File: config.mk
export PLATFORM = sky130hd
export DESIGN_NAME = bustap_addr_filter_capture
export DESIGN_NICKNAME = d
export VERILOG_FILES = /design/src/rtl/bustap_pkg.sv /design/src/rtl/bustap_sync_fifo.sv /design/src/rtl/bustap_addr_filter_capture.sv
export SDC_FILE = /design/constraint.sdc
export NUM_CORES = 2
export LEC_CHECK = 0
export BUFFER_PORTS_ARGS = -buffer_cell sky130_fd_sc_hd__buf_2
export CAP_MARGIN = 20
export CORE_MARGIN = 1.5
export CORE_UTILIZATION = 53
export DETAILED_ROUTE_END_ITERATION = 8
export PLACE_DENSITY = 0.72
export SYNTH_ARGS = -nofsm -noshare
export SYNTH_HDL_FRONTEND = slang
export SYNTH_SLANG_ARGS = --single-unit
File: constraint.sdc
create_clock -name clk -period 6.99 [get_ports clk]
set_input_delay 1.7475 -clock clk [delete_from_list [all_inputs] [get_ports clk]]
set_output_delay 1.7475 -clock clk [all_outputs]
set_load 0.005 [all_outputs]
File: src/rtl/bustap_pkg.sv
// Shared constants, capture-entry layout and helpers for the bus-tap address filter.
// Entry carries a leading 16-bit timestamp when BUSTAP_CAPTURE_TIMESTAMP_EN is defined.
package bustap_pkg;
  localparam int MASK_NUM     = 16;
  localparam int MASK_VLD_BIT = 1;
  localparam int MASK_EXC_BIT = 0;
  localparam int TS_W         = 16;
  localparam int ADDR_W       = 32;
  localparam int DATA_W       = 32;

  // Layout of one capture entry at the default bus widths; MSB first.
  typedef struct packed {
`ifdef BUSTAP_CAPTURE_TIMESTAMP_EN
    logic [TS_W-1:0]   ts;
`endif
    logic              is_write;
    logic [ADDR_W-1:0] addr;
    logic [DATA_W-1:0] data;
  } cap_entry_t;

  function automatic logic [15:0] sat_add16(input logic [15:0] v, input logic [1:0] inc);
    logic [16:0] s;
    s = {1'b0, v} + {15'd0, inc};
    return s[16] ? 16'hFFFF : s[15:0];
  endfunction
endpackage

File: src/rtl/bustap_sync_fifo.sv
// First-word-fall-through synchronous FIFO; pointers carry an extra wrap bit for count/full.
// A push into a full FIFO is accepted when a pop happens in the same cycle.
module bustap_sync_fifo #(
  parameter int W  = 65,
  parameter int AW = 4
) (
  input  logic          clk,
  input  logic          rst_n,
  input  logic          i_push,
  input  logic [W-1:0]  i_din,
  input  logic          i_pop,
  output logic [W-1:0]  o_dout,
  output logic          o_empty,
  output logic          o_full,
  output logic [AW:0]   o_count
);
  logic [W-1:0] r_mem [2**AW];
  logic [AW:0]  r_wp, r_rp;
  logic         w_push_ok, w_pop_ok;

  assign o_empty   = (r_wp == r_rp);
  assign o_full    = (r_wp[AW] != r_rp[AW]) && (r_wp[AW-1:0] == r_rp[AW-1:0]);
  assign o_count   = r_wp - r_rp;
  assign w_pop_ok  = i_pop & ~o_empty;
  assign w_push_ok = i_push & (~o_full | i_pop);
  assign o_dout    = o_empty ? '0 : r_mem[r_wp[AW-1:0] == r_rp[AW-1:0] && o_empty ? '0 : r_rp[AW-1:0]];

  always_ff @(posedge clk or negedge rst_n) begin
    if (!rst_n) begin
      r_wp <= '0;
      r_rp <= '0;
    end else begin
      if (w_push_ok) r_wp <= r_wp + 1'b1;
      if (w_pop_ok)  r_rp <= r_rp + 1'b1;
    end
  end

  always_ff @(posedge clk) begin
    if (w_push_ok) r_mem[r_wp[AW-1:0]] <= i_din;
  end
endmodule

File: src/rtl/bustap_addr_filter_capture.sv
// Bus-tap filter: 3-stage strobe/match/push pipeline feeding an FWFT capture FIFO.
// Define BUSTAP_CAPTURE_TIMESTAMP_EN to prepend a 16-bit cycle timestamp to each entry.
module bustap_addr_filter_capture
  import bustap_pkg::*;
#(
  parameter int addr_width = 32,
  parameter int data_width = 32,
  parameter int mask_num   = MASK_NUM,
  parameter int fifo_aw    = 4,
`ifdef BUSTAP_CAPTURE_TIMESTAMP_EN
  localparam int CAP_W = TS_W + 1 + addr_width + data_width
`else
  localparam int CAP_W = 1 + addr_width + data_width
`endif
) (
  input  logic                           clk,
  input  logic                           rst_n,
  input  logic                           cap_en,
  input  logic                           wr_en,
  input  logic                           rd_en,
  input  logic [addr_width-1:0]          addr_in,
  input  logic [data_width-1:0]          data_in,
  input  logic [mask_num*addr_width-1:0] mask_flat,
  input  logic                           pop,
  output logic                           cap_valid,
  output logic [CAP_W-1:0]               cap_data,
  output logic                           fifo_full,
  output logic [fifo_aw:0]               fifo_count,
  output logic [15:0]                    drop_cnt
);
  logic [mask_num*addr_width-1:0] r_shadow;
  logic                  r_s0_vld, r_s0_wr, r_s1_vld, r_s1_qual;
  logic [addr_width-1:0] r_s0_addr;
  logic [data_width-1:0] r_s0_data;
  logic [CAP_W-1:0]      r_s1_ent, w_s0_ent;
  logic [15:0]           r_drop;
  logic w_ev, w_dual, w_hit_inc, w_hit_exc, w_any_inc, w_qual;
  logic w_push, w_empty, w_full, w_full_drop;
  logic [1:0] w_drop_inc;

`ifdef BUSTAP_CAPTURE_TIMESTAMP_EN
  logic [TS_W-1:0] r_ts, r_s0_ts;
  always_ff @(posedge clk or negedge rst_n) begin
    if (!rst_n) r_ts <= '0;
    else        r_ts <= r_ts + 1'b1;
  end
  assign w_s0_ent = {r_s0_ts, r_s0_wr, r_s0_addr, r_s0_data};
`else
  assign w_s0_ent = {r_s0_wr, r_s0_addr, r_s0_data};
`endif

  // Masks cross from the JTAG domain; they are only trusted while capture is off.
  always_ff @(posedge clk or negedge rst_n) begin
    if (!rst_n)       r_shadow <= '0;
    else if (!cap_en) r_shadow <= mask_flat;
  end

  assign w_ev   = (wr_en | rd_en) & cap_en;
  assign w_dual = wr_en & rd_en & cap_en;

  always_comb begin
    w_hit_inc = 1'b0;
    w_hit_exc = 1'b0;
    w_any_inc = 1'b0;
    for (int k = 0; k < mask_num; k++) begin
      if (r_shadow[k*addr_width + MASK_VLD_BIT]) begin
        if (r_shadow[k*addr_width + MASK_EXC_BIT]) begin
          if (r_shadow[k*addr_width+2 +: addr_width-2] == r_s0_addr[addr_width-1:2]) w_hit_exc = 1'b1;
        end else begin
          w_any_inc = 1'b1;
          if (r_shadow[k*addr_width+2 +: addr_width-2] == r_s0_addr[addr_width-1:2]) w_hit_inc = 1'b1;
        end
      end
    end
    w_qual = (w_hit_inc | ~w_any_inc) & ~w_hit_exc;
  end

  always_ff @(posedge clk or negedge rst_n) begin
    if (!rst_n) begin
      r_s0_vld  <= 1'b0;
      r_s0_wr   <= 1'b0;
      r_s0_addr <= '0;
      r_s0_data <= '0;
      r_s1_vld  <= 1'b0;
      r_s1_qual <= 1'b0;
      r_s1_ent  <= '0;
      r_drop    <= '0;
`ifdef BUSTAP_CAPTURE_TIMESTAMP_EN
      r_s0_ts   <= '0;
`endif
    end else begin
      r_s0_vld  <= w_ev;
      r_s0_wr   <= wr_en;
      r_s0_addr <= addr_in;
      r_s0_data <= data_in;
`ifdef BUSTAP_CAPTURE_TIMESTAMP_EN
      r_s0_ts   <= r_ts;
`endif
      r_s1_vld  <= r_s0_vld;
      r_s1_qual <= w_qual;
      r_s1_ent  <= w_s0_ent;
      r_drop    <= sat_add16(r_drop, w_drop_inc);
    end
  end

  // A colliding read is lost at S0; a push into a full FIFO without a pop is lost at S2.
  assign w_push      = r_s1_vld & r_s1_qual;
  assign w_full_drop = w_push & w_full & ~pop;
  assign w_drop_inc  = {1'b0, w_full_drop} + {1'b0, w_dual};

  bustap_sync_fifo #(.W(CAP_W), .AW(fifo_aw)) u_fifo (
    .clk     (clk),
    .rst_n   (rst_n),
    .i_push  (w_push),
    .i_din   (r_s1_ent),
    .i_pop   (pop),
    .o_dout  (cap_data),
    .o_empty (w_empty),
    .o_full  (w_full),
    .o_count (fifo_count)
  );

  assign cap_valid = ~w_empty;
  assign fifo_full = w_full;
  assign drop_cnt  = r_drop;
endmodule

==> summary.md <==
| Metric | Value |
|---|---|
| Initial antenna violation count | `~120` |
| GRT overflow | `0` |
| Syn Inst Count | `4675` |
| XOR/XNOR Fraction of Synth Area | `roughly 6.3%` |
| R2R Path End | `u_fifo.r_mem[7][49]$_DFFE_PP_` |
| Sink Count | `1711` |
| Power Density | `355.5 nW/µm²` |
| Pleak | `about 0.030 µW` |
| GP Congestion | `0.8566` |
| Slew headroom | `around a quarter` |
| Placeable core area | `130000 µm²` |
| Final wirelength | `207700 µm` |
| WHS Endpoint | `r_s1_ent[8]$_DFF_PN0_` |
| Via count | `43.79k` |
| Post-route ant nets | `0` |
| Nets | `slightly below 6k` |
| Commonest non-fill, non-tap cell in the layout | `edfxtp_1` |
| Post-synthesis adder-cell area fraction | `less than 1%` |
| Fin cells | `7260` |
| Postcts setup bufs | `0` |
| Asr flop ratio synth | `39.22%` |
| Initial DRC Count | `4611` |
| EDFF count, synth | `1040` |
| Synth Area in Compound Gates | `slightly below 6%` |
| Crit end category | `primary output` |
| RSZ-0062 raised after global routing | `no` |
| Maximum root-to-sink buffer count | `3` |
| Worst EP required | `~5.2 ns` |
| R2R Path Start | `u_fifo.r_rp[2]$_DFFE_PN0P_` |
| Cell area after synthesis | `69750 µm²` |
| Setup TNS | `0 ns` |
| Avg Cell Area, Syn | `about 15 µm²` |
| Global-route wire length before repair | `299100 µm` |
| Achievable frequency | `153.1 MHz` |
| Final setup fails | `0` |
| Largest net degree at the start of global routing | `161` |
| Slew @ Worst Pin | `1.136 ns` |
| Sequential area share after synthesis | `slightly below 70%` |
| Combinational family with the most area after synthesis | `multiplexers` |
| Share of layout cells above drive strength 1 | `30.70%` |
| Critical-path top delay cell | `buf_4` |
| Tmin final | `6.531 ns` |
| CP cell instances | `inv_4 > ha_1 > nand4_2 > o21a_4 > buf_4 > mux2_2 > a22oi_1 > o21ai_0 > a211oi_1 > a211oi_1 > buf_2` |
| HPWL after DPL | `124900 µm` |
| Die area | `133800 µm²` |
| Simple-gate share of the synthesized area | `around 6.3%` |
| # IOs | `670` |
| R2R cell count | `8` |
| CTS tree | `yes` |
| DRC | `0` |
| Yosys cell types | `49` |
| Final Hold Vio Count | `0` |
| Clk_skew | `0.07019 ns` |
| Cts bufs inserted | `roughly 180` |
| Maximum vdd drop | `around 0.36 mV` |
| Syn nets | `5269` |
| Area delta synth->final | `16.61%` |
| Hold path depth | `0` |
| Row count | `132` |
| Pre-antenna DRT Iters | `8` |
| Worst path max stage delay | `0.66 ns` |
| Final Max Slew Viols | `0` |
| Post-synth top flop | `edfxtp_1` |
| Hold Crit Class | `reg2reg` |
| Crit share post-route | `93.43%` |
| Post-synthesis mux area share | `10.38%` |
| Max_cap viols | `0` |
| Starting Density | `a little over half` |
| #FFs+latches synth | `1711` |
| Vias per cell | `6.032` |
| Setup CP Type | `reg2out` |
| Placed Cells | `6869` |
| Gr usage total | `30.67%` |
| Status | `finished clean` |
| Worst-Skew Late Latency | `0.82 ns` |
| Cts hold-fix bufs | `0` |
| Post_cts resized | `0` |
| Most numerous cell on the critical path | `a211oi_1` |
| Vias in the first global route | `44.35k` |
| CTS root buf | `clkbuf_16` |
| Clk slew on worst S/H paths | `0.06 ns` |
| Most frequent cells in the layout | `edfxtp_1 (1040), buf_2 (667), dfrtp_1 (641), mux2_2 (523), nand2_1 (504)` |
| Reg-to-reg slack, setup | `2.62 ns` |
| DR WL/cell | `around 29 µm` |
| PortBufs | `669` |
| Fill count | `9433` |
| Worst-path maximum fanout | `between 50 and 60` |
| DIE WIDTH | `365.8 µm` |
| CP Launch Type | `flip-flop` |
| Ys Warns | `0` |
| Die height | `365.8 µm` |
| Crit path DAT | `4.78 ns` |
| Hold Startpoint | `r_s0_data[8]$_DFF_PN0_` |
| H-Tree Depth | `4` |
## how the worst max path moves through the flow
stage | cells after the start | from | to
finish | 11 | u_fifo.r_rp[2]$_DFFE_PN0P_ | cap_data[45]
global route | 11 | u_fifo.r_rp[2]$_DFFE_PN0P_ | cap_data[31]
CTS | 11 | u_fifo.r_rp[2]$_DFFE_PN0P_ | cap_data[45]
detailed placement | 11 | u_fifo.r_rp[2]$_DFFE_PN0P_ | cap_data[45]
global placement | 11 | u_fifo.r_rp[2]$_DFFE_PN0P_ | cap_data[34]
floorplan | 4 | pop | u_fifo.r_mem[15][0]$_DFFE_PP_
## report_power, final
group / switching (µW) / internal, µW / leakage (µW)
combinational: 4950 / 2960 / 0.00996
sequential: 379 / 11100 / 0.0172
clock: 4030 / 5470 / 0.00288
## metrics by stage
step	utilization (%)	power (µW)	hold slack, ns	setup slack [ns]	area (µm²)
3_5_place_dp	57.88	19550	0.3364	1.300	75230
2_1_floorplan	-	16550	0.3312	1.383	69770
5_1_grt	62.54	30070	0.3447	0.2408	81290
4_1_cts	62.42	29010	0.3488	0.4091	81130
6_report	62.58	28920	0.3486	0.4594	81340
3_3_place_gp	57.86	19400	0.3328	1.299	75210
## worst max-delay path: cells and delay by family, from the launching register on
| kind | cells | cell delay [ns] |
|---|---|---|
| flops | 1 | 0.49 |
| mux | 1 | 0.40 |
| compound gates | 5 | 1.27 |
| buf+inv | 3 | 1.14 |
| simple gates | 1 | 0.26 |
| fa+ha+maj | 1 | 0.36 |
## cells in the mapped netlist (4+ instances only)
library cell	count	area share (%)
a211oi_1	18	0.19
a21oi_1	144	1.0
a221o_1	57	0.82
a221oi_1	141	1.8
a22oi_1	92	0.99
a32oi_1	56	0.70
and3_1	4	0.036
buf_1	30	0.16
buf_2	95	0.68
buf_6	6	0.097
clkbuf_1	182	0.98
dfrtp_1	671	24
edfxtp_1	1040	45
ha_1	10	0.18
inv_1	22	0.12
mux2_2	523	8.4
mux2i_1	9	0.13
mux4_2	56	1.8
nand2_1	505	2.7
nand2b_1	5	0.045
nand3_1	204	1.5
nand4_1	122	1.1
nor2_1	88	0.47
nor3_1	7	0.050
nor4_1	39	0.35
o21ai_0	13	0.093
xnor2_1	474	6.0
xor2_1	28	0.35
## registers in the layout (all words and copies together), names as in the netlist, 5 cells and up
register	count
u_fifo.r_wp	5
r_s0_addr	32
r_shadow	512
r_s1_ent	65
drop_cnt	16
u_fifo.r_mem	1040
u_fifo.r_rp	5
r_s0_data	32
## area by class of cell
class | instances | area (µm²) | share of cell area (%)
Clock inverter | 81 | 1032 | 1.269
Tap cell | 1742 | 2180 | 2.680
Sequential cell | 1711 | 48060 | 59.09
Timing Repair Buffer | 770 | 4459 | 5.482
Clock buffer | 243 | 4865 | 5.981
Inverter | 24 | 92.59 | 0.1138
Multi-Input combinational cell | 2624 | 20480 | 25.18
Antenna cell | 65 | 162.7 | 0.2000
## per-layer routing
| layer | vias to the layer above | routed length (µm) | global-route usage (%) |
|---|---|---|---|
| met2 | 2201 | 102700 | 50.48 |
| met4 | 78 | 9448 | 14.51 |
| met5 | - | 498 | 0 |
| li1 | 18810 | - | - |
| met1 | 22210 | 76140 | 37.92 |
| met3 | 486 | 18980 | 7.927 |
## cell families (layout without fill, tap and decap cells)
| kind of cell | after synthesis | in the layout |
|---|---|---|
| other | 0 | 65 |
| adder cells (fa/ha/maj) | 12 | 12 |
| AO/OA/AOI/OAI | 539 | 539 |
| multiplexers | 588 | 588 |
| buffers and inverters | 340 | 1118 |
| flip-flops | 1711 | 1711 |
| AND/OR/NAND/NOR | 982 | 982 |
| XOR/XNOR | 503 | 503 |
Note: power is estimated with default switching activity, not from simulation.
